$ cat src/rtl/peak_lock_ctrl_pkg.sv
// Shared types and default constants for the peak lock controller.
// Optional macro used by this slice: PEAK_TOL_EN (see bin_match).
package peak_lock_ctrl_pkg;

    typedef enum logic [2:0] {
        ST_IDLE   = 3'd0,
        ST_CLEAR  = 3'd1,
        ST_ACCUM  = 3'd2,
        ST_SEARCH = 3'd3,
        ST_EVAL   = 3'd4
    } state_t;

    localparam int DEF_DATA_WIDTH      = 16;
    localparam int DEF_BOUND_NUM       = 32;
    localparam int DEF_BOUND_NUM_WIDTH = 5;
    localparam int DEF_WIN_LEN         = 4096;
    localparam int DEF_LOCK_CNT        = 4;
    localparam int DEF_SEARCH_TO       = 64;

    // Bits needed for a counter that runs 0 .. n-1.
    function automatic int cnt_width(input int n);
        return (n <= 2) ? 1 : $clog2(n);
    endfunction

endpackage

$ cat src/rtl/peak_lock_ctrl_if.sv
// Handshake/bus between the lock controller (master) and the histogram accumulator (slave).
interface peak_lock_ctrl_if
    import peak_lock_ctrl_pkg::*;
#(
    parameter int DATA_WIDTH      = DEF_DATA_WIDTH,
    parameter int BOUND_NUM       = DEF_BOUND_NUM,
    parameter int BOUND_NUM_WIDTH = DEF_BOUND_NUM_WIDTH
);
    logic                            clear_o;
    logic                            start_search_o;
    logic                            stat_val_i;
    logic [BOUND_NUM_WIDTH-1:0]      max_num_i;
    logic [DATA_WIDTH*BOUND_NUM-1:0] arr_i;

    modport master (
        output clear_o,
        output start_search_o,
        input  stat_val_i,
        input  max_num_i,
        input  arr_i
    );

    modport slave (
        input  clear_o,
        input  start_search_o,
        output stat_val_i,
        output max_num_i,
        output arr_i
    );
endinterface

$ cat src/rtl/peak_lock_ctrl_bin_match.sv
// Combinational match of the current peak bin against the previous one.
// With PEAK_TOL_EN defined, neighbouring bins (circular, BOUND_NUM-1 next to 0) also match.
module bin_match
    import peak_lock_ctrl_pkg::*;
#(
    parameter int BOUND_NUM       = DEF_BOUND_NUM,
    parameter int BOUND_NUM_WIDTH = DEF_BOUND_NUM_WIDTH
) (
    input  logic [BOUND_NUM_WIDTH-1:0] cur_i,
    input  logic [BOUND_NUM_WIDTH-1:0] prev_i,
    output logic                       match_o
);

`ifdef PEAK_TOL_EN
    logic [BOUND_NUM_WIDTH-1:0] prev_up;
    logic [BOUND_NUM_WIDTH-1:0] prev_dn;

    always_comb begin
        prev_up = (prev_i == BOUND_NUM_WIDTH'(BOUND_NUM - 1)) ? '0 : prev_i + 1'b1;
        prev_dn = (prev_i == '0) ? BOUND_NUM_WIDTH'(BOUND_NUM - 1) : prev_i - 1'b1;
        match_o = (cur_i == prev_i) || (cur_i == prev_up) || (cur_i == prev_dn);
    end
`else
    assign match_o = (cur_i == prev_i);
`endif

endmodule

$ cat src/rtl/peak_lock_ctrl.sv
// Windowed histogram peak tracker: clears, accumulates, requests max-search, and locks on a stable peak.
// Optional macro PEAK_TOL_EN widens the bin match to +/-1 (circular).
module peak_lock_ctrl
    import peak_lock_ctrl_pkg::*;
#(
    parameter int DATA_WIDTH      = DEF_DATA_WIDTH,
    parameter int BOUND_NUM       = DEF_BOUND_NUM,
    parameter int BOUND_NUM_WIDTH = DEF_BOUND_NUM_WIDTH,
    parameter int WIN_LEN         = DEF_WIN_LEN,
    parameter int LOCK_CNT        = DEF_LOCK_CNT,
    parameter int SEARCH_TO       = DEF_SEARCH_TO
) (
    input  logic                       clk,
    input  logic                       reset_n,
    input  logic                       enable_i,
    input  logic                       sample_val_i,
    input  logic [DATA_WIDTH-1:0]      thresh_i,
    peak_lock_ctrl_if.master           acc_if,
    output logic [BOUND_NUM_WIDTH-1:0] bin_o,
    output logic [DATA_WIDTH-1:0]      peak_o,
    output logic                       bin_val_o,
    output logic                       lock_o,
    output logic                       timeout_o
);

    localparam int SAMP_W   = cnt_width(WIN_LEN);
    localparam int WAIT_W   = cnt_width(SEARCH_TO);
    localparam int STREAK_W = $clog2(LOCK_CNT + 1);

    state_t                     state_q, state_d;
    logic [SAMP_W-1:0]          samp_cnt_q, samp_cnt_d;
    logic [WAIT_W-1:0]          wait_cnt_q, wait_cnt_d;
    logic [STREAK_W-1:0]        streak_q, streak_d;
    logic [BOUND_NUM_WIDTH-1:0] bin_q, bin_d;
    logic [DATA_WIDTH-1:0]      peak_q, peak_d;
    logic                       bin_val_q, bin_val_d;
    logic                       lock_q, lock_d;
    logic                       timeout_q, timeout_d;

    logic [DATA_WIDTH-1:0]      bins_w [BOUND_NUM];
    logic [DATA_WIDTH-1:0]      cur_peak_w;
    logic                       match_w;
    logic [STREAK_W-1:0]        eval_streak_w;

    generate
        for (genvar gi = 0; gi < BOUND_NUM; gi++) begin : g_bins
            assign bins_w[gi] = acc_if.arr_i[gi*DATA_WIDTH +: DATA_WIDTH];
        end
    endgenerate

    assign cur_peak_w = bins_w[acc_if.max_num_i];

    // bin_q doubles as the previous evaluated bin for the streak rule.
    bin_match #(
        .BOUND_NUM       (BOUND_NUM),
        .BOUND_NUM_WIDTH (BOUND_NUM_WIDTH)
    ) u_bin_match (
        .cur_i   (acc_if.max_num_i),
        .prev_i  (bin_q),
        .match_o (match_w)
    );

    always_comb begin
        eval_streak_w = STREAK_W'(1);
        if (cur_peak_w < thresh_i) begin
            eval_streak_w = '0;
        end else if ((streak_q != '0) && match_w) begin
            eval_streak_w = (streak_q == STREAK_W'(LOCK_CNT)) ? streak_q : streak_q + 1'b1;
        end
    end

    always_comb begin
        state_d    = state_q;
        samp_cnt_d = samp_cnt_q;
        wait_cnt_d = wait_cnt_q;
        streak_d   = streak_q;
        bin_d      = bin_q;
        peak_d     = peak_q;
        bin_val_d  = 1'b0;
        lock_d     = lock_q;
        timeout_d  = 1'b0;

        if (!enable_i) begin
            // Disable acts as a soft restart: everything returns to its reset value.
            state_d    = ST_IDLE;
            samp_cnt_d = '0;
            wait_cnt_d = '0;
            streak_d   = '0;
            bin_d      = '0;
            peak_d     = '0;
            lock_d     = 1'b0;
        end else begin
            case (state_q)
                ST_IDLE: begin
                    state_d = ST_CLEAR;
                end
                ST_CLEAR: begin
                    samp_cnt_d = '0;
                    state_d    = ST_ACCUM;
                end
                ST_ACCUM: begin
                    if (sample_val_i) begin
                        if (samp_cnt_q == SAMP_W'(WIN_LEN - 1)) begin
                            wait_cnt_d = '0;
                            state_d    = ST_SEARCH;
                        end else begin
                            samp_cnt_d = samp_cnt_q + 1'b1;
                        end
                    end
                end
                ST_SEARCH: begin
                    if (acc_if.stat_val_i) begin
                        state_d = ST_EVAL;
                    end else if (wait_cnt_q == WAIT_W'(SEARCH_TO - 1)) begin
                        timeout_d = 1'b1;
                        streak_d  = '0;
                        lock_d    = 1'b0;
                        state_d   = ST_CLEAR;
                    end else begin
                        wait_cnt_d = wait_cnt_q + 1'b1;
                    end
                end
                ST_EVAL: begin
                    bin_d     = acc_if.max_num_i;
                    peak_d    = cur_peak_w;
                    bin_val_d = 1'b1;
                    streak_d  = eval_streak_w;
                    lock_d    = (eval_streak_w == STREAK_W'(LOCK_CNT));
                    state_d   = ST_CLEAR;
                end
                default: begin
                    state_d = ST_IDLE;
                end
            endcase
        end
    end

    always_ff @(posedge clk or negedge reset_n) begin
        if (!reset_n) begin
            state_q    <= ST_IDLE;
            samp_cnt_q <= '0;
            wait_cnt_q <= '0;
            streak_q   <= '0;
            bin_q      <= '0;
            peak_q     <= '0;
            bin_val_q  <= 1'b0;
            lock_q     <= 1'b0;
            timeout_q  <= 1'b0;
        end else begin
            state_q    <= state_d;
            samp_cnt_q <= samp_cnt_d;
            wait_cnt_q <= wait_cnt_d;
            streak_q   <= streak_d;
            bin_q      <= bin_d;
            peak_q     <= peak_d;
            bin_val_q  <= bin_val_d;
            lock_q     <= lock_d;
            timeout_q  <= timeout_d;
        end
    end

    // Strobes decode straight from the state register, so they are mutually exclusive.
    assign acc_if.clear_o        = (state_q == ST_CLEAR);
    assign acc_if.start_search_o = (state_q == ST_SEARCH);

    assign bin_o     = bin_q;
    assign peak_o    = peak_q;
    assign bin_val_o = bin_val_q;
    assign lock_o    = lock_q;
    assign timeout_o = timeout_q;

endmodule

$ cat src/flat_wrapper.sv
// flat-port wrapper written by rule: the top's interface ports become plain ports
module peak_lock_ctrl_flat import peak_lock_ctrl_pkg::*;
#(
    parameter int DATA_WIDTH      = DEF_DATA_WIDTH,
    parameter int BOUND_NUM       = DEF_BOUND_NUM,
    parameter int BOUND_NUM_WIDTH = DEF_BOUND_NUM_WIDTH,
    parameter int WIN_LEN         = DEF_WIN_LEN,
    parameter int LOCK_CNT        = DEF_LOCK_CNT,
    parameter int SEARCH_TO       = DEF_SEARCH_TO
)
  (clk, reset_n, enable_i, sample_val_i, thresh_i, bin_o, peak_o, bin_val_o, lock_o, timeout_o, acc_if_clear_o, acc_if_start_search_o, acc_if_stat_val_i, acc_if_max_num_i, acc_if_arr_i);
  peak_lock_ctrl_if #(.DATA_WIDTH(DATA_WIDTH), .BOUND_NUM(BOUND_NUM), .BOUND_NUM_WIDTH(BOUND_NUM_WIDTH)) acc_if_i ();
  input  logic clk;
  input  logic reset_n;
  input  logic enable_i;
  input  logic sample_val_i;
  input  logic [DATA_WIDTH-1:0] thresh_i;
  output logic [BOUND_NUM_WIDTH-1:0] bin_o;
  output logic [DATA_WIDTH-1:0] peak_o;
  output logic bin_val_o;
  output logic lock_o;
  output logic timeout_o;
  output wire logic [$bits(acc_if_i.clear_o)-1:0] acc_if_clear_o;
  output wire logic [$bits(acc_if_i.start_search_o)-1:0] acc_if_start_search_o;
  input wire logic [$bits(acc_if_i.stat_val_i)-1:0] acc_if_stat_val_i;
  input wire logic [$bits(acc_if_i.max_num_i)-1:0] acc_if_max_num_i;
  input wire logic [$bits(acc_if_i.arr_i)-1:0] acc_if_arr_i;
  assign acc_if_clear_o = acc_if_i.clear_o;
  assign acc_if_start_search_o = acc_if_i.start_search_o;
  assign acc_if_i.stat_val_i = acc_if_stat_val_i;
  assign acc_if_i.max_num_i = acc_if_max_num_i;
  assign acc_if_i.arr_i = acc_if_arr_i;
  peak_lock_ctrl #(.DATA_WIDTH(DATA_WIDTH), .BOUND_NUM(BOUND_NUM), .BOUND_NUM_WIDTH(BOUND_NUM_WIDTH), .WIN_LEN(WIN_LEN), .LOCK_CNT(LOCK_CNT), .SEARCH_TO(SEARCH_TO)) u_core (.clk(clk), .reset_n(reset_n), .enable_i(enable_i), .sample_val_i(sample_val_i), .thresh_i(thresh_i), .acc_if(acc_if_i), .bin_o(bin_o), .peak_o(peak_o), .bin_val_o(bin_val_o), .lock_o(lock_o), .timeout_o(timeout_o));
endmodule
$ cat config.mk
export PLATFORM = sky130hd
export DESIGN_NAME = peak_lock_ctrl_flat
export DESIGN_NICKNAME = d
export VERILOG_FILES = /design/src/rtl/peak_lock_ctrl_pkg.sv /design/src/rtl/peak_lock_ctrl_if.sv /design/src/rtl/peak_lock_ctrl_bin_match.sv /design/src/rtl/peak_lock_ctrl.sv /design/src/flat_wrapper.sv
export SDC_FILE = /design/constraint.sdc
export NUM_CORES = 1
export LEC_CHECK = 0
export CORE_AREA = 4 4 216 218
export DETAILED_ROUTE_END_ITERATION = 10
export DIE_AREA = 0 0 220 222
export SLEW_MARGIN = 5
export SYNTH_ARGS = -nofsm -noshare
export SYNTH_HDL_FRONTEND = slang
export SYNTH_HIERARCHICAL = 1
export SYNTH_SLANG_ARGS = --single-unit
$ cat constraint.sdc
create_clock -name clk -period 2.4 [get_ports clk]
set_input_delay 0.48 -clock clk [delete_from_list [all_inputs] [get_ports clk]]
set_output_delay 0.48 -clock clk [all_outputs]
set_load 0.01 [all_outputs]
==> results.sh, run 1 <==
export IMPL_status="finished, violations left"
export IMPL_failed_checks="negative setup slack"
export IMPL_fp_row_count=78
export IMPL_vdd_ir_drop_max_v=0.000271
export IMPL_fp_dieH_um=222
export IMPL_clock_sinks=48
export IMPL_clk_path_buf_depth=2
export IMPL_clock_power_share_pct=15.4
export IMPL_power_net_switching_mw=1.50
export IMPL_synth_edff_count=0
export IMPL_placed_cells=1927
export IMPL_grt_overflow_total=0
export IMPL_n_fill_cell=4475
export IMPL_crit_path_max_incr_delay_ns=0.29
export IMPL_post_layout_worst_setup_margin_ns=-0.635
export IMPL_post_place_ws_ns=-1.38
export IMPL_timing_critical_path_depth=17
export IMPL_cp_data_arrival_time_ns=3.21
export IMPL_final_setup_skew_ns=0.00496
export IMPL_critical_path_slowest_cell="sky130_fd_sc_hd__nor3_4"
export IMPL_power_combinational_fraction_pct=64.9
export IMPL_cp_common_cell="sky130_fd_sc_hd__buf_4"
export IMPL_place_gp_congestion=0.923
export IMPL_fp_dieArea_um2=48800
export IMPL_max_slew_margin_rel_pct=55.6
export IMPL_synth_async_sr_flop_share_pct=100
export IMPL_slew_viol_final=0
export IMPL_fin_crit_ns=3.04
export IMPL_r2r_worst_path_cells=7
export IMPL_clock_latency_late_sink_ns=0.29
export IMPL_critical_path_class="in -> reg"
export IMPL_timing_max_cap_violations=0
export IMPL_count_of_hold_fix_buffers_inserted_at_cts=0
export IMPL_post_synth_main_area_contributors="sky130_fd_sc_hd__mux2i_1, sky130_fd_sc_hd__mux4_2, sky130_fd_sc_hd__dfrtp_1"
export IMPL_final_instance_count_excl_fill=1982
export IMPL_power_static_leakage_nw=6.30
export IMPL_internal_power_mw=2.99
export IMPL_initial_core_util_pct=15.6
export IMPL_final_nets=1929
export IMPL_switching_share_pct=33.4
export IMPL_final_area_um2=15700
export IMPL_gr_usage_met3_pct=5.40
export IMPL_synthToLayoutAreaGrowth_pct=124
export IMPL_worstPathRequired_ns=2.57
export IMPL_tritoncts_num_buffers=5
export IMPL_report_final_hold_viol_count=0
export IMPL_drt_total_wl_mm=50.1
export IMPL_dieWidth_um=220
export IMPL_synth_seq_cells=48
export IMPL_rsz0062_at_grt="yes"
export IMPL_layout_core_utilization_pct=34.9
export IMPL_synth_avg_cell_area_um2=10.1
export IMPL_floorplan_io_pins=564
export IMPL_crit_path_end_kind="flip-flop"
export IMPL_worstMarginPinSlew_ns=0.648
export IMPL_mostFrequentLayoutCell="sky130_fd_sc_hd__clkdlybuf4s50_1"
export IMPL_ant_nets=0
export IMPL_synth_lib_cells_used_distinct=51
export IMPL_timing_final_crit_share_pct=126
export IMPL_power_per_cell_area_nw_per_um2=286
export IMPL_crit_path_cells="buf_16, buf_4, buf_6, mux2i_1, a221oi_2, buf_4, a22oi_1, buf_4, o221ai_4, ha_2, buf_4, nor2_1, a21oi_1, a21oi_1, nand2_1, nor3_4, o31ai_2"
export IMPL_crit_path_start_kind="input port"
export IMPL_timing_critical_path_buf_inv=6
export IMPL_achievable_frequency_ghz=0.329
export IMPL_initial_antenna_violation_count=22
export IMPL_first_global_vias=9714
export IMPL_grt_busiest_layer="met2"
export IMPL_dp_final_hpwl_mm=43.2
export IMPL_core_um2=44900
export IMPL_netlist_top_cell_by_area="sky130_fd_sc_hd__mux2i_1"
export IMPL_cts_tree="yes"
export IMPL_vias=8899
export IMPL_yosys_warning_count=6
export IMPL_port_buffers=563
export IMPL_drt_drc=0
export IMPL_globalRouteMet1Util_pct=23.8
export IMPL_hold_class="in -> async"
export IMPL_clkSlewWorstSetupHoldPaths_ns=0.07
export IMPL_cts_htree_levels=2
export IMPL_first_pass_grt_wire_length_mm=68.6
export IMPL_post_route_cells_drive_above_1_share_pct=24.9
export IMPL_nets_in_the_synthesized_netlist=1248
export IMPL_leading_cell_types_in_the_layout_fill_and_taps_excluded="sky130_fd_sc_hd__clkdlybuf4s50_1, sky130_fd_sc_hd__buf_4, sky130_fd_sc_hd__mux2i_1, sky130_fd_sc_hd__mux4_2, sky130_fd_sc_hd__a22o_1"
export IMPL_postSynth_topFlopCell="sky130_fd_sc_hd__dfrtp_1"
export IMPL_first_pass_iters=5
export IMPL_detail_route_wl_per_cell_um=25.3
export IMPL_total_power_mw=4.48
export IMPL_syn_area_um2=7000
export IMPL_groute_layer_met2_usage_pct=34.7
export IMPL_seq_area_frac_synth_pct=17.2
export IMPL_setup_violations_final=4
export IMPL_worst_path_dominant_cell_family="buffers and inverters"
export IMPL_drt_iter0_markers=561
export IMPL_critical_path_max_fanout=7
export IMPL_power_frac_seq_pct=19.7
export IMPL_global_route_usage_total_pct=19.4
export IMPL_syn_inst=691
export IMPL_synth_top_cell_area_share_pct=23.3
export IMPL_grt_start_max_net_pins=31
export IMPL_viasPerCell=4.49
export IMPL_placedInstanceArea_um2=14200
export IMPL_clockRootBuffer="sky130_fd_sc_hd__clkbuf_16"
kinds of logic after synthesis:
| group | count (synthesis) | share of synthesized area, % |
|---|---|---|
| AO/OA/AOI/OAI | 185 | 19.3 |
| adder cells (fa/ha/maj) | 19 | 3.40 |
| buffers and inverters | 82 | 6.51 |
| multiplexers | 223 | 42.6 |
| AND/OR/NAND/NOR | 119 | 9.17 |
| XOR/XNOR | 15 | 1.88 |
| flip-flops | 48 | 17.2 |
cells in the mapped netlist, types with 7 or more instances:
master / n
sky130_fd_sc_hd__buf_2: 19
sky130_fd_sc_hd__and3_1: 8
sky130_fd_sc_hd__nand3_1: 11
sky130_fd_sc_hd__clkbuf_1: 15
sky130_fd_sc_hd__a22oi_1: 18
sky130_fd_sc_hd__a21oi_1: 41
sky130_fd_sc_hd__inv_1: 20
sky130_fd_sc_hd__ha_1: 19
sky130_fd_sc_hd__buf_4: 21
sky130_fd_sc_hd__nand2_1: 31
sky130_fd_sc_hd__a221oi_1: 16
sky130_fd_sc_hd__nor2b_1: 11
sky130_fd_sc_hd__o221ai_1: 15
sky130_fd_sc_hd__o31ai_1: 8
sky130_fd_sc_hd__mux4_2: 60
sky130_fd_sc_hd__mux2i_1: 163
sky130_fd_sc_hd__xnor2_1: 8
sky130_fd_sc_hd__o21ai_0: 19
sky130_fd_sc_hd__dfrtp_1: 48
sky130_fd_sc_hd__xor2_1: 7
sky130_fd_sc_hd__a22o_1: 51
sky130_fd_sc_hd__nor2_1: 20
metal layers:
metal	share of wire (%)	wire length (um)	vias to the layer above
li1	-	-	4150
met1	39	19700	4310
met2	52	25900	363
met3	7.3	3660	54
met4	1.5	739	22
met5	0.27	134	-
power groups by stage:
stage	Sequential (mW)	Combinational (mW)	Clock, mW
2_1_floorplan	0.874	0.972	0
3_3_place_gp	0.895	2.51	0
3_5_place_dp	0.895	2.53	0
4_1_cts	0.881	2.82	0.705
5_1_grt	0.886	3.08	0.740
6_report	0.883	2.91	0.690
state kept, by name, summed over array words and instances (netlist names):
signal,cells
u_core/bin_o,5
u_core/bin_val_o,1
u_core/lock_o,1
u_core/peak_o,16
u_core/samp_cnt_q,12
u_core/state_q,3
u_core/streak_q,3
u_core/timeout_o,1
u_core/wait_cnt_q,6
repair_timing:
action                                  4_1_cts  5_1_grt
hold endpoints to repair                      0        0
setup buffers                                19       15
gates resized for setup                     116       37
endpoints found under the setup margin       10        4
cloned                                        6        1
pin swaps                                    21       25
metrics by stage:
step | TNS [ns] | hold WS [ns]
after floorplan | -1.59 | 0.184
after global placement | -9.41 | 0.457
after detailed placement | -9.59 | 0.486
after CTS | -2.36 | 0.177
after global routing | -2.92 | 0.199
final | -2.49 | 0.162
worst paths after layout:
kind                                             startpoint                          endpoint  slack, ns
setup / recovery                        acc_if_max_num_i[1]    u_core/streak_q[1]$_DFFE_PN0P_      -0.64
hold / removal                                      reset_n      u_core/peak_o[1]$_DFFE_PN0P_       0.16
setup reg to reg           u_core/samp_cnt_q[0]$_DFFE_PN0P_  u_core/wait_cnt_q[3]$_DFFE_PN0P_       0.35
hold reg to reg            u_core/samp_cnt_q[5]$_DFFE_PN0P_  u_core/samp_cnt_q[5]$_DFFE_PN0P_       0.50
max in group asynchronous                           reset_n     u_core/peak_o[13]$_DFFE_PN0P_       1.70
min in group clk           u_core/samp_cnt_q[5]$_DFFE_PN0P_  u_core/samp_cnt_q[5]$_DFFE_PN0P_       0.50
layout make-up:
type | count | area (um^2) | area share [%]
Clock buffer | 5 | 125 | 0.799
Timing Repair Buffer | 736 | 7440 | 47.5
Clock inverter | 3 | 18.8 | 0.120
Antenna cell | 9 | 22.5 | 0.144
Tap cell | 600 | 751 | 4.79
Inverter | 20 | 75.1 | 0.479
Multi-Input combinational cell | 561 | 6030 | 38.5
Sequential cell | 48 | 1200 | 7.67
Note: power is estimated with default switching activity, not from simulation.
==> run 2, diff against run 1 <==
CAP_MARGIN = 0   (was not set)
==> results of run 2 <==
The final DEF is identical to that of run 1; final timing and power are the same.
==> RTL change 1 (flow settings as in run 2) <==
`DEF_BOUND_NUM`: 32 -> 16.
--- a/src/rtl/peak_lock_ctrl_pkg.sv
+++ b/src/rtl/peak_lock_ctrl_pkg.sv
@@ -11,7 +11,7 @@
     } state_t;
 
     localparam int DEF_DATA_WIDTH      = 16;
-    localparam int DEF_BOUND_NUM       = 32;
+    localparam int DEF_BOUND_NUM       = 16;
     localparam int DEF_BOUND_NUM_WIDTH = 5;
     localparam int DEF_WIN_LEN         = 4096;
     localparam int DEF_LOCK_CNT        = 4;
Interface: changed (resized acc_if_arr_i); port bits go from 564 to 308. The function was not compared with the original's and may differ.
==> RTL change 1 against run 2 <==
- the run still ends with negative setup slack left
- count of clock-buffer cells in the layout unchanged
- global-route usage down 7.5 points
- power decreased by 31%
- synthesized area is 33% lower
- core utilization is 14 points lower
- final area shrank 40%
- critical path depth is 8 lower
- routed wire length decreased by 41%
- fmax is 9.3% lower
- sequential cell count did not move
- setup slack got worse by 0.31 ns
- critical endpoint unchanged
- largest power group unchanged
- highest routed layer unchanged
==> RTL change 1: results <==
group,metric,value,unit
drt,viasPerCell,3.77,
grt,grt_start_max_net_pins,31,
timing,setup_ws,-0.946,ns
placed_design,dpl.hpwl,26000,um
drt,dr.pass1.iters,6,
yosys,synth-seq-area-share,0.258,
power,ir_drop,0.269,mV
status,violations,"negative setup slack",
critical_path,critical_path.slowest_cell,"mux4_2",
drt,wire_per_inst,22.3,um
grt,grtUsageTotal,0.119,
cts,clk_pin_slew,0.07,ns
timing,maxSlewHeadroom,0.599,
yosys,synth.distinct_cells,54,
power,leakagePower,3.71,nW
cells_and_area,largest_reg_flops,16,
yosys,synthTopCellsByArea,"mux4_2, dfrtp_1, ha_1, a22o_1, mux4_1",
yosys,async_reset_ff_frac,1.00,
grt,antenna_found_initial,18,
timing,finalSetupViolCount,4,
critical_path,crit_arrival,3.59,ns
critical_path,reg2reg_from,"u_core/state_q[1]",
grt,grt_pass1_wl,41100,um
yosys,yosys_most_used_dff,"dfrtp_1",
placed_design,port_buffers,307,
status,status,"finished, violations left",
cts,root_buffer,"clkbuf_16",
critical_path,rr_worst_depth,6,
drt,drt-initial-drc-count,220,
critical_path,crit_family,"multiplexers",
cells_and_area,layout.nets,1028,
cts,insertion_delay,0.31,ns
critical_path,slowest_delay,0.56,ns
critical_path,path_max_fanout,3,
min_path,hold_path.class,"in2async",
grt,grt_pass1_vias,5586,
placed_design,dp_worst_setup_slack,-1.52,ns
critical_path,rrSetupSlack,0.21,ns
yosys,syn-num-nets,675,
cells_and_area,drive_gt1_frac,0.231,
yosys,synth_common_cells,"mux4_2, dfrtp_1, inv_1",
placed_design,gp_congestion,0.859,
timing,hold_ws,0.178,ns
timing,fin_worst_skew,0.00417,ns
critical_path,reg2reg_to,"u_core/streak_q[1]",
[RTL change 1: cell types whose count changed after synthesis, sizes merged, moves of 17 or more]
cell and change:
mux4 +17, mux2i -156, buf -33, a21oi -32, a22o -28
[RTL change 1: how the worst max path moves through the flow]
stage	from	endpoint	cells after the start
floorplan	acc_if_max_num_i[0]	u_core/lock_o	10
global placement	acc_if_max_num_i[0]	u_core/lock_o	10
detailed placement	acc_if_max_num_i[0]	u_core/streak_q[1]	10
CTS	acc_if_arr_i[180]	u_core/streak_q[1]	9
global route	acc_if_arr_i[230]	u_core/streak_q[2]	9
finish	acc_if_arr_i[43]	u_core/streak_q[1]	9
[RTL change 1: per-layer routing]
| layer | share of wire | routed length (um) | track usage | up-vias |
|---|---|---|---|---|
| li1 | - | - | - | 2252 |
| met1 | 0.39 | 11800 | 0.140 | 2449 |
| met2 | 0.51 | 15100 | 0.207 | 253 |
| met3 | 0.072 | 2150 | 0.0369 | 53 |
| met4 | 0.025 | 757 | 0.0383 | 16 |
| met5 | 0.0031 | 92 | 0 | - |
[RTL change 1: cell type report]
cell class,instances,area (um^2)
fill,4898,35500
multi-input combinational,278,3370
clock inverter,3,47.5
sequential,48,1200
tap,600,751
inverter,24,90.1
antenna,6,15.0
timing repair buffer,370,3810
clock buffer,5,125
[RTL change 1: cell families after synthesis]
| family | synth area share |
|---|---|
| mux | 0.390 |
| buf+inv | 0.0497 |
| simple gates | 0.105 |
| flops | 0.258 |
| fa+ha+maj | 0.0510 |
| xor+xnor | 0.0263 |
| compound gates | 0.120 |
[RTL change 1: repair_timing]
item	in CTS	in global routing
cloned	3	1
resized for setup	18	29
endpoints found under the setup margin	4	4
buffers inserted	11	4
pin swaps	5	4
[RTL change 1: through the flow]
stage	instance area, um^2	setup TNS (ns)	utilization	cells	total power [mW]
global placement	8840	-6.85	0.197	1302	2.17
detailed placement	8840	-7.26	0.197	1302	2.18
floorplan	4820	-3.28	-	374	1.41
CTS	9260	-3.74	0.206	1324	3.15
global route	9400	-3.98	0.209	1333	3.27
finish	9410	-3.72	0.210	1334	3.09
[RTL change 1: report_power, final]
part,leakage (nW),switching (mW),internal (mW)
registers,0.667,0.0229,0.826
clock network,0.0840,0.371,0.497
logic,2.95,0.503,0.874
total,3.71,0.897,2.20
==> RTL change 2 (settings of run 2) <==
Made on the original files. Add an input register stage for `thresh_i`; this delays it by one clock. The other inputs are not delayed to match.
--- a/src/rtl/peak_lock_ctrl.sv
+++ b/src/rtl/peak_lock_ctrl.sv
@@ -26,6 +26,12 @@
     localparam int SAMP_W   = cnt_width(WIN_LEN);
     localparam int WAIT_W   = cnt_width(SEARCH_TO);
     localparam int STREAK_W = $clog2(LOCK_CNT + 1);
+
+    logic [DATA_WIDTH-1:0] thresh_q;
+
+    always_ff @(posedge clk) begin
+        thresh_q <= thresh_i;
+    end
 
     state_t                     state_q, state_d;
     logic [SAMP_W-1:0]          samp_cnt_q, samp_cnt_d;
@@ -62,7 +68,7 @@
 
     always_comb begin
         eval_streak_w = STREAK_W'(1);
-        if (cur_peak_w < thresh_i) begin
+        if (cur_peak_w < thresh_q) begin
             eval_streak_w = '0;
         end else if ((streak_q != '0) && match_w) begin
             eval_streak_w = (streak_q == STREAK_W'(LOCK_CNT)) ? streak_q : streak_q + 1'b1;
Check against the original RTL: same outputs for any inputs over 10 cycles, from zero or initial values and one cycle with reset_n low; that may be too few to reach the edited logic, so the function may still have changed.
==> RTL change 2 against run 2 <==
- the run still ends with negative setup slack left
- clock power is 70% higher
- sequential cell count grew 16
- non-clock buffer count shrank 88
- routed wire length about the same
- final area down 6.8%
- setup slack got worse by 0.47 ns
- synthesized area down 0.88%
- combinational power down 21%
- power up 2.6%
- die area unchanged
==> RTL change 2: results <==
group,metric,value,unit
status,status,"finished, violations left",
status,violations,"negative setup slack",
timing,tns,-4.15,ns
timing,fin_worst_skew,0.00865,ns
timing,slew_viol_final,0,
power,ir_drop,0.322,mV
power,p_sw,1.29,mW
yosys,synthMuxAreaShare,0.538,
min_path,hold_path.class,"in2async",
yosys,yosys_most_used_dff,"dfrtp_1",
power,power.internal,3.32,mW
timing,maxSlewHeadroom,0.554,
placed_design,numPlacedInstances,1700,
placed_design,dpl_cell_area,13800,um^2
placed_design,dp_worst_setup_slack,-1.64,ns
grt,grt_pass1_wl,66800,um
critical_path,crit_arrival,3.72,ns
cells_and_area,drive_gt1_frac,0.264,
drt,drt_wl_total,50100,um
yosys,synth-xor-area-share,0.0177,
power,power_frac_seq,0.243,
critical_path,reg2reg_from,"u_core/samp_cnt_q[0]",
cts,numCtsBuffers,9,
yosys,syn_inst,515,
timing,finalSetupViolCount,4,
placed_design,gp_congestion,0.942,
yosys,synth-seq-area-share,0.219,
yosys,synth_compound_area_frac,0.0749,
cts,clk_pin_slew,0.05,ns
power,clockPowerShare,0.254,
critical_path,rr_worst_depth,6,
grt,grt_pass1_vias,8681,
yosys,async_reset_ff_frac,0.750,
yosys,synth_common_cells,"mux4_2, dfrtp_1, nand2_1",
yosys,yosys_warnings,6,
yosys,synth_top_area_frac,0.497,
critical_path,cp-endpoint,"u_core/streak_q[0]",
critical_path,critical_path.startpoint,"acc_if_arr_i[325]",
grt,grt_start_max_net_pins,49,
timing,setup_ws,-1.10,ns
drt,viasPerCell,4.45,
yosys,synthAdderAreaFrac,0.0343,
yosys,synthTopCellsByArea,"mux4_2, dfrtp_1, dfxtp_1, mux2_2, ha_1",
critical_path,path_max_fanout,3,
yosys,syn-num-nets,1072,
grt,antenna_found_initial,44,
cts,insertion_delay,0.33,ns
drt,drt-initial-drc-count,519,
critical_path,reg2reg_to,"u_core/wait_cnt_q[0]",
yosys,synth.distinct_cells,48,
drt,vias,7796,
placed_design,dpl.hpwl,44100,um
critical_path,rrSetupSlack,0.33,ns
grt,grtUsageTotal,0.195,
cts,htreeDepth,3,
cts,root_buffer,"clkbuf_16",
power,leakagePower,6.18,nW
RTL change 2: routing by layer:
metal / up-vias / share of wire / global-route usage
met3: 68 / 0.064 / 0.0403
met1: 3883 / 0.41 / 0.246
li1: 3422 / - / -
met5: - / 0.0017 / 0
met4: 12 / 0.031 / 0.0577
met2: 411 / 0.49 / 0.335
RTL change 2: worst min path at each step:
stage | to | slack (ns) | start
2_1_floorplan | u_core/bin_o[0] | 0.18 | reset_n
3_3_place_gp | u_core/samp_cnt_q[8] | 0.47 | u_core/samp_cnt_q[8]
6_report | u_core/samp_cnt_q[9] | 0.27 | reset_n
5_1_grt | u_core/samp_cnt_q[11] | 0.30 | reset_n
4_1_cts | u_core/samp_cnt_q[9] | 0.29 | reset_n
3_5_place_dp | u_core/samp_cnt_q[10] | 0.48 | u_core/samp_cnt_q[10]
RTL change 2: cell type report:
| cell class | count | area (um^2) |
|---|---|---|
| clock inverter | 2 | 10.0 |
| inverter | 24 | 90.1 |
| multi-input combinational | 382 | 5340 |
| timing repair buffer | 648 | 6610 |
| clock buffer | 14 | 244 |
| sequential | 64 | 1520 |
| fill | 4518 | 30300 |
| tap | 600 | 751 |
| antenna | 17 | 42.5 |
RTL change 2: timing repair:
item,in CTS,in global routing
pin swaps,16,15
endpoints found under the setup margin,11,6
gates cloned,2,3
hold endpoints to repair,0,0
hold buffers,0,0
resized for setup,139,84
buffers inserted,8,5
RTL change 2: worst max-delay path, cell delays in order:
cell and delay, ns:
clkdlybuf4s50_1 0.41, mux4_2 0.48, mux4_2 0.52, mux2_4 0.31
ha_4 0.24, a21o_1 0.14, a21o_1 0.18, a221oi_2 0.26
o221a_2 0.22, o211ai_1 0.11, buf_4 0.18, a21oi_2 0.14
nor2_1 0.06
